==> src/rtl/vldp_stream_ctrl_if.sv <==
// Command, memory-read and decoder-stream signals of the VLDP playback sequencer.
// master is the sequencer side; slave is the game logic / memory / decoder side.
interface vldp_stream_ctrl_if #(
  parameter int ADDR_W = 24,
  parameter int DATA_W = 64
);
  logic              cmd_valid;
  logic [1:0]        cmd_op;
  logic [ADDR_W-1:0] cmd_addr;
  logic              cmd_ready;
  logic [ADDR_W-1:0] end_addr;
  logic              mem_req;
  logic [ADDR_W-1:0] mem_addr;
  logic              mem_gnt;
  logic              mem_rvalid;
  logic [DATA_W-1:0] mem_rdata;
  logic [DATA_W-1:0] stream_data;
  logic              stream_valid;
  logic              stream_busy;
  logic              dec_flush;
  logic              playing;
  logic              at_end;
  logic [31:0]       stream_dat_count;

  modport master (
    input  cmd_valid, cmd_op, cmd_addr, end_addr, mem_gnt, mem_rvalid, mem_rdata, stream_busy,
    output cmd_ready, mem_req, mem_addr, stream_data, stream_valid, dec_flush, playing, at_end,
           stream_dat_count
  );

  modport slave (
    output cmd_valid, cmd_op, cmd_addr, end_addr, mem_gnt, mem_rvalid, mem_rdata, stream_busy,
    input  cmd_ready, mem_req, mem_addr, stream_data, stream_valid, dec_flush, playing, at_end,
           stream_dat_count
  );
endinterface

==> src/rtl/vldp_stream_ctrl.sv <==
// VLDP playback sequencer: PLAY/PAUSE/SEEK commands drive burst reads from memory
// into a first-word-fall-through FIFO that feeds the decoder stream input.
//
// state | meaning
// IDLE  | waiting for play mode, FIFO space and a fetch address short of end_addr
// REQ   | burst request held on mem_req/mem_addr until mem_gnt
// DATA  | collecting BURST beats into the FIFO
// DRAIN | seek pending: remaining beats of the burst are swallowed
// FLUSH | dec_flush held for FLUSH_CYC cycles after a seek
module vldp_stream_ctrl #(
  parameter int ADDR_W    = 24,
  parameter int DATA_W    = 64,
  parameter int BURST     = 8,
  parameter int FLUSH_CYC = 4
) (
  input logic                sys_clk_i,
  input logic                rst_n_i,
  vldp_stream_ctrl_if.master bus
);
  localparam int DEPTH = 2 * BURST;
  localparam int PW    = $clog2(DEPTH);
  localparam int CW    = PW + 1;
  localparam int BW    = $clog2(BURST);
  localparam int FW    = (FLUSH_CYC > 1) ? $clog2(FLUSH_CYC) : 1;

  typedef enum logic [2:0] {IDLE, REQ, DATA, DRAIN, FLUSH} state_t;

  state_t            state_q;
  logic [ADDR_W-1:0] rd_addr_q, seek_addr_q, mem_addr_q;
  logic              playing_q, at_end_q, mem_req_q, dec_flush_q;
  logic [BW-1:0]     beat_cnt_q;
  logic [FW-1:0]     flush_cnt_q;
  logic [PW-1:0]     wr_ptr_q, rd_ptr_q;
  logic [CW-1:0]     count_q;
  logic [31:0]       dat_count_q;
  logic [DATA_W-1:0] fifo_q [DEPTH];

  logic              cmd_acc, is_play, is_pause, is_seek;
  logic              playing_d, can_req, last_beat, fifo_wr, fifo_pop, enter_flush, stream_valid;
  logic [ADDR_W-1:0] seek_aligned, flush_addr, next_addr;

  assign stream_valid = (count_q != '0) && (state_q != FLUSH);

  always_comb begin
    cmd_acc      = bus.cmd_valid && bus.cmd_ready;
    is_play      = cmd_acc && (bus.cmd_op == 2'b01);
    is_pause     = cmd_acc && (bus.cmd_op == 2'b10);
    is_seek      = cmd_acc && (bus.cmd_op == 2'b11);
    seek_aligned = bus.cmd_addr & ~ADDR_W'(BURST - 1);
    playing_d    = playing_q;
    if (is_play && !at_end_q) playing_d = 1'b1;
    if (is_pause)             playing_d = 1'b0;
    // decide on the post-command play flag so PLAY requests on the very next cycle
    can_req     = playing_d && !at_end_q && (count_q <= CW'(DEPTH - BURST));
    last_beat   = bus.mem_rvalid && (beat_cnt_q == BW'(BURST - 1));
    fifo_wr     = (state_q == DATA) && bus.mem_rvalid && !is_seek;
    fifo_pop    = stream_valid && !bus.stream_busy;
    next_addr   = rd_addr_q + ADDR_W'(BURST);
    enter_flush = 1'b0;
    flush_addr  = seek_aligned;
    case (state_q)
      IDLE:    enter_flush = is_seek;
      REQ:     enter_flush = is_seek && !bus.mem_gnt;
      DATA:    enter_flush = is_seek && last_beat;
      DRAIN: begin
        enter_flush = last_beat;
        flush_addr  = seek_addr_q;
      end
      default: enter_flush = 1'b0;
    endcase
  end

  always_ff @(posedge sys_clk_i or negedge rst_n_i) begin
    if (!rst_n_i) begin
      state_q     <= IDLE;
      rd_addr_q   <= '0;
      seek_addr_q <= '0;
      mem_addr_q  <= '0;
      playing_q   <= 1'b0;
      at_end_q    <= 1'b0;
      mem_req_q   <= 1'b0;
      dec_flush_q <= 1'b0;
      beat_cnt_q  <= '0;
      flush_cnt_q <= '0;
      wr_ptr_q    <= '0;
      rd_ptr_q    <= '0;
      count_q     <= '0;
      dat_count_q <= '0;
    end else begin
      playing_q <= playing_d;
      count_q   <= count_q + CW'(fifo_wr) - CW'(fifo_pop);
      if (fifo_wr) wr_ptr_q <= wr_ptr_q + 1'b1;
      if (fifo_pop) begin
        rd_ptr_q <= rd_ptr_q + 1'b1;
        if (dat_count_q != '1) dat_count_q <= dat_count_q + 32'd1;
      end
      case (state_q)
        IDLE: if (!is_seek && can_req) begin
          state_q    <= REQ;
          mem_req_q  <= 1'b1;
          mem_addr_q <= rd_addr_q;
        end
        REQ: if (bus.mem_gnt) begin
          state_q     <= is_seek ? DRAIN : DATA;
          mem_req_q   <= 1'b0;
          beat_cnt_q  <= '0;
          seek_addr_q <= seek_aligned;
        end
        DATA: begin
          if (bus.mem_rvalid) beat_cnt_q <= beat_cnt_q + 1'b1;
          if (is_seek) begin
            state_q     <= DRAIN;
            seek_addr_q <= seek_aligned;
          end else if (last_beat) begin
            state_q   <= IDLE;
            rd_addr_q <= next_addr;
            at_end_q  <= (next_addr == bus.end_addr);
          end
        end
        DRAIN: if (bus.mem_rvalid) beat_cnt_q <= beat_cnt_q + 1'b1;
        FLUSH: begin
          if (flush_cnt_q == '0) begin
            state_q     <= IDLE;
            dec_flush_q <= 1'b0;
          end else begin
            flush_cnt_q <= flush_cnt_q - 1'b1;
          end
        end
        default: state_q <= IDLE;
      endcase
      // seek restart overrides whatever the state branch decided this cycle
      if (enter_flush) begin
        state_q     <= FLUSH;
        mem_req_q   <= 1'b0;
        dec_flush_q <= 1'b1;
        flush_cnt_q <= FW'(FLUSH_CYC - 1);
        rd_addr_q   <= flush_addr;
        at_end_q    <= (flush_addr == bus.end_addr);
        dat_count_q <= '0;
        wr_ptr_q    <= '0;
        rd_ptr_q    <= '0;
        count_q     <= '0;
      end
    end
  end

  always_ff @(posedge sys_clk_i) begin
    if (fifo_wr) fifo_q[wr_ptr_q] <= bus.mem_rdata;
  end

  assert property (@(posedge sys_clk_i) disable iff (!rst_n_i) !(fifo_wr && count_q == CW'(DEPTH)));

  assign bus.cmd_ready        = (state_q == IDLE) || (state_q == REQ) || (state_q == DATA);
  assign bus.mem_req          = mem_req_q;
  assign bus.mem_addr         = mem_addr_q;
  assign bus.stream_valid     = stream_valid;
  assign bus.stream_data      = stream_valid ? fifo_q[rd_ptr_q] : '0;
  assign bus.dec_flush        = dec_flush_q;
  assign bus.playing          = playing_q;
  assign bus.at_end           = at_end_q;
  assign bus.stream_dat_count = dat_count_q;
endmodule

==> src/flat_wrapper.sv <==
// flat-port wrapper written by rule: the top's interface ports become plain ports
module vldp_stream_ctrl_flat 
#(
  parameter int ADDR_W    = 24,
  parameter int DATA_W    = 64,
  parameter int BURST     = 8,
  parameter int FLUSH_CYC = 4
)
  (sys_clk_i, rst_n_i, bus_cmd_valid, bus_cmd_op, bus_cmd_addr, bus_end_addr, bus_mem_gnt, bus_mem_rvalid, bus_mem_rdata, bus_stream_busy, bus_cmd_ready, bus_mem_req, bus_mem_addr, bus_stream_data, bus_stream_valid, bus_dec_flush, bus_playing, bus_at_end, bus_stream_dat_count);
  vldp_stream_ctrl_if #(.ADDR_W(ADDR_W), .DATA_W(DATA_W)) bus_i ();
  input logic sys_clk_i;
  input logic rst_n_i;
  input wire logic [$bits(bus_i.cmd_valid)-1:0] bus_cmd_valid;
  input wire logic [$bits(bus_i.cmd_op)-1:0] bus_cmd_op;
  input wire logic [$bits(bus_i.cmd_addr)-1:0] bus_cmd_addr;
  input wire logic [$bits(bus_i.end_addr)-1:0] bus_end_addr;
  input wire logic [$bits(bus_i.mem_gnt)-1:0] bus_mem_gnt;
  input wire logic [$bits(bus_i.mem_rvalid)-1:0] bus_mem_rvalid;
  input wire logic [$bits(bus_i.mem_rdata)-1:0] bus_mem_rdata;
  input wire logic [$bits(bus_i.stream_busy)-1:0] bus_stream_busy;
  output wire logic [$bits(bus_i.cmd_ready)-1:0] bus_cmd_ready;
  output wire logic [$bits(bus_i.mem_req)-1:0] bus_mem_req;
  output wire logic [$bits(bus_i.mem_addr)-1:0] bus_mem_addr;
  output wire logic [$bits(bus_i.stream_data)-1:0] bus_stream_data;
  output wire logic [$bits(bus_i.stream_valid)-1:0] bus_stream_valid;
  output wire logic [$bits(bus_i.dec_flush)-1:0] bus_dec_flush;
  output wire logic [$bits(bus_i.playing)-1:0] bus_playing;
  output wire logic [$bits(bus_i.at_end)-1:0] bus_at_end;
  output wire logic [$bits(bus_i.stream_dat_count)-1:0] bus_stream_dat_count;
  assign bus_i.cmd_valid = bus_cmd_valid;
  assign bus_i.cmd_op = bus_cmd_op;
  assign bus_i.cmd_addr = bus_cmd_addr;
  assign bus_i.end_addr = bus_end_addr;
  assign bus_i.mem_gnt = bus_mem_gnt;
  assign bus_i.mem_rvalid = bus_mem_rvalid;
  assign bus_i.mem_rdata = bus_mem_rdata;
  assign bus_i.stream_busy = bus_stream_busy;
  assign bus_cmd_ready = bus_i.cmd_ready;
  assign bus_mem_req = bus_i.mem_req;
  assign bus_mem_addr = bus_i.mem_addr;
  assign bus_stream_data = bus_i.stream_data;
  assign bus_stream_valid = bus_i.stream_valid;
  assign bus_dec_flush = bus_i.dec_flush;
  assign bus_playing = bus_i.playing;
  assign bus_at_end = bus_i.at_end;
  assign bus_stream_dat_count = bus_i.stream_dat_count;
  vldp_stream_ctrl #(.ADDR_W(ADDR_W), .DATA_W(DATA_W), .BURST(BURST), .FLUSH_CYC(FLUSH_CYC)) u_core (.sys_clk_i(sys_clk_i), .rst_n_i(rst_n_i), .bus(bus_i));
endmodule
==> config.mk <==
export PLATFORM = sky130hd
export DESIGN_NAME = vldp_stream_ctrl_flat
export DESIGN_NICKNAME = d
export VERILOG_FILES = /design/src/rtl/vldp_stream_ctrl_if.sv /design/src/rtl/vldp_stream_ctrl.sv /design/src/flat_wrapper.sv
export SDC_FILE = /design/constraint.sdc
export NUM_CORES = 1
export LEC_CHECK = 0
export ABC_AREA = 1
export BUFFER_PORTS_ARGS = -buffer_cell sky130_fd_sc_hd__buf_2
export CORE_MARGIN = 3
export CORE_UTILIZATION = 50
export DETAILED_ROUTE_END_ITERATION = 8
export MAX_ROUTING_LAYER = met4
export PLACE_DENSITY_LB_ADDON = 0.05
export SLEW_MARGIN = 20
export SYNTH_ARGS = -nofsm -noshare
export SYNTH_HDL_FRONTEND = slang
export SYNTH_SLANG_ARGS = --single-unit
==> constraint.sdc <==
create_clock -name sys_clk_i -period 6.56 [get_ports sys_clk_i]
set_clock_uncertainty 0.1 [all_clocks]
set_input_delay 0.656 -clock sys_clk_i [delete_from_list [all_inputs] [get_ports sys_clk_i]]
set_output_delay 0.656 -clock sys_clk_i [all_outputs]
set_load 0.02 [all_outputs]
======== Yosys cells after proc, flatten, opt, wreduce, memory -nomap -nowiden ========
Memories as Yosys holds them, arrays and structs flattened.
Index checks and enable logic that the tools add are counted.
cells by class
  add/subtract/negate cells ............... 8
  $lt $le $gt $ge ......................... 1
  equality and inequality tests ........... 22
  muxes and demuxes ....................... 47
  reductions and logical operators ........ 44
operators by type and width
  kind                                                                    count
  24-bit two-way mux                                                      7
  32-bit two-way mux                                                      3
  64-bit two-way mux                                                      1
  24-bit equality test                                                    2
  24-bit one-hot mux with 2 select lines                                  1
  32-bit by 1-bit adder with 32-bit output (second input constant)        1
  32-bit != test (second input constant)                                  1
  24-bit by 4-bit adder with 24-bit output (second input constant)        1
  3-bit two-way mux                                                       8
  2-bit nonzero test                                                      9
  4-bit two-way mux                                                       4
  1-bit logical AND                                                       15
  1-bit two-way mux                                                       15
  3-bit one-hot mux with 5 select lines                                   1
  3-bit AND reduction                                                     4
  4-bit by 1-bit adder with 4-bit output (second input constant)          2
  2-bit by 1-bit != test with 1-bit output (second input constant)        4
  2-bit AND reduction                                                     4
  3-bit by 2-bit equality test with 1-bit output (second input constant)  2
  3-bit equality test (second input constant)                             2
  2-bit two-way mux                                                       3
  3-bit by 1-bit != test with 1-bit output (second input constant)        2
  3-bit one-hot mux with 2 select lines                                   1
  5-bit by 1-bit adder with 5-bit output                                  1
  22 further kinds                                                        28
storage, ports and cells
  bits in registers ....................... 129
  bits in writable memories ............... 1024
  input port bits ......................... 120
  output and inout bits ................... 126
  word-level logic and storage cells ...... 137
  memories ................................ 1
memory list
  name           words  width  rd ports  clocked after memory_dff  write ports  RTL line                source
  u_core.fifo_q  16     64     1         0                         1            vldp_stream_ctrl.sv:36  logic [DATA_W-1:0] fifo_q [DEPTH];

======== Depth between registers and ports, before layout ========
Gate-level depths: netlist of run 1.
  word-level depth ........................ 14
  gate-level depth with buffers ........... 18

======== Worst setup path after synthesis of run 1 ========
No wires, ideal clock.
  kind .................................... input-to-reg
  start point ............................. input port bus_cmd_valid
  end point ............................... memory u_core.fifo_q[11][0], enable pin
  data arrival time ....................... 4.102 ns
  data required time ...................... 5.974 ns
  setup slack ............................. 1.872 ns
  stages .................................. 7
  cell sequence ........................... nand2_1 nor2_4 nor2_1 nand2_1 inv_1 nand2_1 nor2_1
on the way
  longest elaborated chain between the ends .. 6
RTL lines
  item                                     RTL line                 source
  from (decl)                              flat_wrapper.sv:13       input wire logic [$bits(bus_i.cmd_valid)-1:0] bus_cmd_valid;
  1-bit logical AND                        vldp_stream_ctrl.sv:45   cmd_acc = bus.cmd_valid && bus.cmd_ready;
  1-bit logical AND                        vldp_stream_ctrl.sv:48   is_seek = cmd_acc && (bus.cmd_op == 2'b11);
  1-bit zero test                          vldp_stream_ctrl.sv:56   fifo_wr = (state_q == DATA) && bus.mem_rvalid && !is_seek;
  1-bit logical AND                        vldp_stream_ctrl.sv:56
  1-bit two-way mux                        vldp_stream_ctrl.sv:148  if (fifo_wr) fifo_q[wr_ptr_q] <= bus.mem_rdata;
  1-bit two-way mux (not written as such)  vldp_stream_ctrl.sv:148
  to (decl)                                vldp_stream_ctrl.sv:36
No other way between the ends.

======== Worst setup path in the final report of run 1 ========
  start point ............................. register u_core.rd_ptr_q[0]
  end point ............................... output port bus_stream_data[57]
on the way
  longest elaborated chain between the ends .. 2
RTL lines
  item                     RTL line                 source
  from (decl)              vldp_stream_ctrl.sv:33   logic [PW-1:0] wr_ptr_q, rd_ptr_q;
  from (signal assigned)   vldp_stream_ctrl.sv:94   rd_ptr_q <= rd_ptr_q + 1'b1;
  memory read 16 x 64 bit  n/a
  64-bit two-way mux       vldp_stream_ctrl.sv:157  assign bus.stream_data = stream_valid ? fifo_q[rd_ptr_q] : '0;
  to (decl)                flat_wrapper.sv:24       output wire logic [$bits(bus_i.stream_data)-1:0] bus_stream_data;
No other way between the ends.

==> results.sh, run 1 <==
export IMPL_startpoint_type="flop"
export IMPL_ys_seq_area_share_pct=71.8
export IMPL_hpwl_um=63200
export IMPL_ir_drop_uv=405
export IMPL_hold_viol_final=0
export IMPL_crit_cells=7
export IMPL_die_w_um=313
export IMPL_rr_startpoint="u_core.state_q[0]$_DFFE_PN0P_"
export IMPL_cts_tree="built"
export IMPL_grt_usage_pct=26.1
export IMPL_status="finished, final reports clean"
export IMPL_drive_gt1_share_pct=12.7
export IMPL_synth_seq_cells=1144
export IMPL_synth_ff_type="edfxtp_1"
export IMPL_antenna_found_initial=15
export IMPL_grt_pass1_wl_um=188000
export IMPL_yosysMostFrequentCell="edfxtp_1"
export IMPL_r2r_end="u_core.fifo_q[13][48]$_DFFE_PP_"
export IMPL_num_vias=31193
export IMPL_min_path_type="primary input to flop"
export IMPL_boundaryPins=246
export IMPL_max_clock_freq_mhz=201
export IMPL_synth_avg_cell_area_um2=12.3
export IMPL_ant_nets=0
export IMPL_p_per_area_nw_per_um2=439
export IMPL_synth_top_area_share_pct=65.4
export IMPL_synth_top_area_cell="edfxtp_1"
export IMPL_timing_max_cap_violations=0
export IMPL_cp_end_kind="primary output"
export IMPL_place_gp_congestion=0.888
export IMPL_htree_levels=3
export IMPL_die_area_um2=97700
export IMPL_synth_top_cells_by_count="1024 x edfxtp_1, 633 x nor2_1, 603 x o21ai_0"
export IMPL_cp_slowest_cell="dfrtp_4"
export IMPL_critPathKind="flop to primary output"
export IMPL_worst_pin_slew_ps=1120
export IMPL_p_leak_nw=18.1
export IMPL_netlist_area_um2=47000
export IMPL_rows=111
export IMPL_cp_num_buf_inv=3
export IMPL_yosysWarnings=0
export IMPL_r2r_cells=9
export IMPL_maxSlewViolCount=0
export IMPL_area_growth_pct=13.0
export IMPL_dpl_worst_slack_ps=2330
export IMPL_cts_buffers=117
export IMPL_clk_latency_ps=680
export IMPL_cts_sinks=1144
export IMPL_setup_viol=0
export IMPL_grt_overflow=0
export IMPL_viasPerCell=5.86
export IMPL_cp_cell_sequence="buf_4, buf_4, o21ai_0, o221ai_1, nand3_1, a21oi_1, buf_2"
export IMPL_setup_slack_ps=1590
export IMPL_path_max_fanout=84
export IMPL_min_from="bus_cmd_addr[22]"
export IMPL_io_buffers=239
export IMPL_wl_per_cell_um=23.6
export IMPL_ys_types=45
export IMPL_die_h_um=313
export IMPL_clk_pin_slew_ps=60
export IMPL_core_um2=92500
export IMPL_crit_top_cell="buf_4"
export IMPL_layout_nets=4110
export IMPL_firstDrtPassIters=5
export IMPL_post_cts_setup_buffers=0
export IMPL_cp_top_family="buffers and inverters"
export IMPL_initial_core_util_pct=50.8
export IMPL_critPathMaxStageDelay_ps=850
export IMPL_synthArstFlopShare_pct=10.5
export IMPL_worstPathRequired_ps=5800
export IMPL_crit_end="bus_stream_data[57]"
export IMPL_rsz0062_at_grt="no"
export IMPL_setup_tns_ps=0
export IMPL_grt_max_degree=209
export IMPL_synth_edff_count=1024
export IMPL_drc=0
export IMPL_crit_arrival_ps=4220
export IMPL_totalWireLength_um=126000
export IMPL_startpoint="u_core.rd_ptr_q[0]$_DFFE_PN0P_"
export IMPL_synth_cells=3812
export IMPL_drt_iter0_markers=3023
export IMPL_r2r_slack_ps=2900
export IMPL_yosys_top_cells_area="edfxtp_1 65%, o21ai_0 6.4%, dfrtp_1 6.4%"
export IMPL_cts_resized=0
export IMPL_min_period_ps=4970
export IMPL_post_route_period_util_pct=75.8
export IMPL_max_slew_margin_rel_pct=25.5
export IMPL_clock_path_buffers=3
export IMPL_first_global_vias=29829
export IMPL_clockRootBuffer="clkbuf_16"
==> power by group <==
group | switching, mW | total, mW | leakage (nW) | internal, mW
Combinational | 5.56 | 7.83 | 5.52 | 2.27
Sequential | 0.553 | 9.02 | 10.7 | 8.47
Clock | 2.75 | 6.49 | 1.82 | 3.74
==> per-layer routing <==
layer | vias to the layer above | global-route usage [%] | wire length (um)
met5 | - | - | 0
met4 | 0 | 7.58 | 3460
met3 | 225 | 3.75 | 7860
met2 | 1076 | 40.6 | 58400
met1 | 15478 | 36.3 | 55900
li1 | 14414 | - | -
==> how the worst min path moves through the flow <==
stage	endpoint	slack (ps)	cells after the start
final	u_core.seek_addr_q[22]$_DFFE_PN0P_	150	2
after floorplan	u_core.beat_cnt_q[0]$_DFFE_PN0P_	260	0
after CTS	u_core.seek_addr_q[22]$_DFFE_PN0P_	100	2
after global placement	u_core.bus.mem_addr[4]$_DFFE_PN0P_	350	2
after detailed placement	u_core.bus.mem_addr[4]$_DFFE_PN0P_	360	2
after global routing	u_core.seek_addr_q[22]$_DFFE_PN0P_	120	2
==> state kept, by name, summed over array words and instances, names as in the netlist <==
signal and flops:
u_core.rd_addr_q 21, u_core.count_q 5, u_core.bus.at_end 1, u_core.seek_addr_q 21
u_core.beat_cnt_q 3, u_core.fifo_q 1024, u_core.bus.playing 1, u_core.rd_ptr_q 4
u_core.wr_ptr_q 4, u_core.bus.dec_flush 1, u_core.bus.mem_req 1, u_core.state_q 3
u_core.flush_cnt_q 2, u_core.bus.stream_dat_count 32, u_core.bus.mem_addr 21
==> layout make-up <==
class | instances | area, um^2
antenna | 11 | 27.5
clock buffer | 145 | 3110
clock inverter | 71 | 642
fill | 7733 | 39400
inverter | 133 | 522
multi-input combinational | 2281 | 11800
sequential | 1144 | 33800
tap | 1243 | 1560
timing repair buffer | 294 | 1710
==> cells by family (layout without fill, tap and decap cells) <==
logic type / count (synthesis) / in the layout / synth area share, %
xor+xnor: 26 / 26 / 0.484
other cells: 1 / 14 / 0.00798
buf+inv: 389 / 643 / 3.36
simple gates: 1179 / 1179 / 10.4
compound gates: 1052 / 1052 / 13.4
fa+ha+maj: 19 / 19 / 0.522
mux: 2 / 2 / 0.0479
flops: 1144 / 1144 / 71.8
==> through the flow <==
stage               instances  hold slack (ps)  total power [mW]  utilization, %  area [um^2]
floorplan                3814              260              14.2               -        47000
global placement         5094              354              17.0            53.3        49300
detailed placement       5094              355              17.0            53.3        49300
CTS                      5311              101              23.5            57.4        53100
global route             5319              121              24.6            57.4        53100
finish                   5322              145              23.3            57.4        53100
==> cell usage in the layout (no fill, tap or decap), types with 3 or more instances in the layout <==
master	count
edfxtp_1	1024
nor2_1	617
o21ai_0	603
nand2_1	330
buf_2	238
o221ai_1	184
inv_1	125
nand3_1	123
clkbuf_16	120
dfrtp_1	116
a21oi_1	87
o211ai_1	75
o22ai_1	73
buf_4	47
clkinv_1	31
nor3_1	30
xor2_1	25
clkbuf_1	24
nor2_4	21
clkinv_2	20
ha_1	18
nand4_1	17
o21ai_1	14
nand3b_1	14
diode_2	11
bufinv_16	10
nand2_2	9
buf_12	8
nor4_1	6
a31oi_1	5
nand3_2	4
nand2_4	4
clkinvlp_4	4
dfrtp_4	4
inv_4	3
inv_2	3
o31ai_1	3
conb_1	3
==> what timing repair did <==
item	4_1_cts	5_1_grt
hold buffers	1	0
setup endpoints to repair	0	0
hold endpoints to repair	7	0
Power figures use the tool's default switching activity.
==> run 2, diff against run 1 <==
--- a/config.mk
+++ b/config.mk
@@ -5,7 +5,7 @@
 export SDC_FILE = /design/constraint.sdc
 export NUM_CORES = 1
 export LEC_CHECK = 0
-export ABC_AREA = 1
+export ABC_AREA = 0
 export BUFFER_PORTS_ARGS = -buffer_cell sky130_fd_sc_hd__buf_2
 export CORE_MARGIN = 3
 export CORE_UTILIZATION = 50
==> constraint.sdc (replaced) <==
create_clock -name sys_clk_i -period 4.1 [get_ports sys_clk_i]
set_clock_uncertainty 0.1 [all_clocks]
set_input_delay 0.41 -clock sys_clk_i [delete_from_list [all_inputs] [get_ports sys_clk_i]]
set_output_delay 0.41 -clock sys_clk_i [all_outputs]
set_load 0.02 [all_outputs]
==> run 2 against run 1 <==
  * Via count is 26% lower
  * Sequential power is 57% higher
  * Critical path depth shrank 2
  * Synthesized area is 2.7% lower
  * Combinational power grew 38%
  * Hold slack got worse by 82 ps
  * Flip-flop and latch count unchanged
  * Clock power increased by 62%
  * Critical path type unchanged
  * Largest power group unchanged
==> results.sh, run 2 <==
export IMPL_totalPowerFinal_mw=35.5
export IMPL_post_route_period_util_pct=95.3
export IMPL_largest_register="u_core.fifo_q"
export IMPL_yosysMostFrequentCell="edfxtp_1"
export IMPL_io_buffers=239
export IMPL_die_area_um2=95100
export IMPL_path_max_fanout=22
export IMPL_setup_tns_ps=0
export IMPL_firstDrtPassIters=5
export IMPL_min_path_type="primary input to flop"
export IMPL_die_h_um=308
export IMPL_first_global_vias=23989
export IMPL_clockRootBuffer="clkbuf_16"
export IMPL_boundaryPins=246
export IMPL_final_cell_mix="1024 x edfxtp_1, 320 x mux4_2, 238 x buf_2"
export IMPL_htree_levels=3
export IMPL_synth_seq_cells=1144
export IMPL_ys_seq_area_share_pct=73.8
export IMPL_viasPerCell=5.90
export IMPL_maxSlewViolCount=0
export IMPL_m1WireLength_um=45900
export IMPL_synthArstFlopShare_pct=10.5
export IMPL_rsz0062_at_grt="no"
export IMPL_hpwl_um=59500
export IMPL_post_cts_setup_buffers=0
export IMPL_status="finished, final reports clean"
export IMPL_core_um2=90400
export IMPL_dpl_worst_slack_ps=702
export IMPL_cp_end_kind="primary output"
export IMPL_clock_path_buffers=3
export IMPL_drc=0
export IMPL_design_area_um2=53800
export IMPL_cts_tree="built"
export IMPL_met3_length_um=4730
export IMPL_hold_viol_final=0
export IMPL_synth_top_cells_by_count="1024 x edfxtp_1, 320 x mux4_2, 120 x dfrtp_1"
export IMPL_num_vias=23034
export IMPL_cts_buffers=116
export IMPL_layout_nets=2765
export IMPL_totalWireLength_um=106000
export IMPL_synth_top_area_share_pct=67.2
export IMPL_worst_pin_slew_ps=902
export IMPL_drive_gt1_share_pct=32.8
export IMPL_ys_types=63
export IMPL_ir_drop_uv=393
export IMPL_route_top_layer_used="met4"
export IMPL_initial_core_util_pct=50.6
export IMPL_p_per_area_nw_per_um2=659
export IMPL_setup_slack_ps=192
export IMPL_synth_ff_type="edfxtp_1"
export IMPL_antenna_found_initial=6
export IMPL_setup_viol=0
export IMPL_yosysWarnings=0
export IMPL_cts_sinks=1144
export IMPL_die_w_um=308
export IMPL_seqCellArea_um2=33800
export IMPL_multi_input_area_um2=11500
export IMPL_drt_iter0_markers=2041
export IMPL_startpoint_type="flop"
export IMPL_crit_arrival_ps=3400
export IMPL_grt_max_degree=90
export IMPL_worstPathRequired_ps=3590
export IMPL_place_gp_congestion=0.864
export IMPL_area_growth_pct=17.6
export IMPL_largest_reg_flops=1024
export IMPL_final_common_cell="edfxtp_1"
export IMPL_netlist_area_um2=45700
export IMPL_timing_max_cap_violations=0
export IMPL_p_leak_nw=18.2
export IMPL_clk_latency_ps=670
export IMPL_grt_overflow=0
export IMPL_grt_pass1_wl_um=158000
export IMPL_max_clock_freq_mhz=256
export IMPL_fill_cells=6562
export IMPL_ant_nets=0
export IMPL_post_dp_cell_area_um2=49100
export IMPL_wl_per_cell_um=27.2
export IMPL_synth_avg_cell_area_um2=20.6
export IMPL_clk_pin_slew_ps=60
export IMPL_synth_cells=2217
export IMPL_synth_top_area_cell="edfxtp_1"
export IMPL_rows=110
export IMPL_min_period_ps=3910
export IMPL_critPathKind="flop to primary output"
export IMPL_grt_usage_pct=23.3
export IMPL_wl_met2_um=53500
export IMPL_yosys_top_cells_area="edfxtp_1 67%, mux4_2 16%, dfrtp_1 6.6%"
export IMPL_max_slew_margin_rel_pct=39.9
export IMPL_synth_edff_count=1024
run 2: cell types whose count changed after synthesis, sizes merged, moves of 135 or more:
cell	previous run	this run
o21ai	619	34
nand2	344	51
o221ai	184	0
mux4	0	320
clkbuf	207	72
nor2	639	66
run 2: repair_timing:
item / CTS / global route
hold buffers: 88 / 0
gates resized for setup: 0 / 0
hold endpoints to repair: 1114 / 0
run 2: layer usage:
metal,vias up,track usage (%)
met5,-,-
met2,612,37.9
met3,135,2.94
met1,12379,32.2
met4,0,5.26
li1,9908,-
run 2: power breakdown:
part           internal (mW)  switching (mW)  leakage (nW)
sequential              13.5           0.744          10.7
clock                   6.18            4.33          1.86
combinational           5.14            5.62          5.64
run 2: kinds of logic (layout without fill, tap and decap cells):
logic type / Yosys count / count (layout) / synth area share, %
flip-flops: 1144 / 1144 / 73.8
multiplexers: 391 / 391 / 17.4
AND/OR/NAND/NOR: 321 / 321 / 3.86
buffers and inverters: 152 / 655 / 1.37
AO/OA/AOI/OAI: 118 / 118 / 1.63
XOR/XNOR: 71 / 71 / 1.36
adder cells (fa/ha/maj): 19 / 19 / 0.536
other: 1 / 9 / 0.00820
run 2: path summary, 6_finish.rpt:
| path | from | to | slack [ps] | cells after the start |
|---|---|---|---|---|
| setup / recovery | u_core.rd_ptr_q[0]$_DFFE_PN0P_ | bus_stream_data[15] | 190 | 5 |
| hold / removal | bus_end_addr[1] | u_core.bus.at_end$_DFFE_PN0P_ | 60 | 5 |
| setup reg to reg | u_core.state_q[2]$_DFFE_PN0P_ | u_core.bus.at_end$_DFFE_PN0P_ | 670 | 8 |
| hold reg to reg | u_core.bus.dec_flush$_DFFE_PN0P_ | u_core.bus.dec_flush$_DFFE_PN0P_ | 390 | 2 |
| max in group asynchronous | rst_n_i | u_core.bus.mem_addr[11]$_DFFE_PN0P_ | 2790 | 3 |
| min in group asynchronous | rst_n_i | u_core.bus.stream_dat_count[11]$_DFFE_PN0P_ | 290 | 2 |
run 2: area by class of cell:
class	count	area share, %
tap	1176	2.73
clock buffer	147	5.87
antenna	6	0.0279
sequential	1144	62.8
clock inverter	67	1.21
timing repair buffer	410	5.86
multi-input combinational	923	21.3
inverter	31	0.216
run 2: stage by stage:
step | hold slack, ps | std cells | utilization [%]
2_1_floorplan | 14.4 | 2219 | -
3_3_place_gp | 386 | 3596 | 54.3
3_5_place_dp | 387 | 3596 | 54.3
4_1_cts | 7.26 | 3898 | 59.5
5_1_grt | 52.8 | 3903 | 59.5
6_report | 63.4 | 3904 | 59.5
run 2: critical path, stage by stage (launching register included):
cell and delay, ps:
dfrtp_4 760, buf_4 500, mux4_2 550, mux4_2 520, nor2b_1 170, buf_2 210
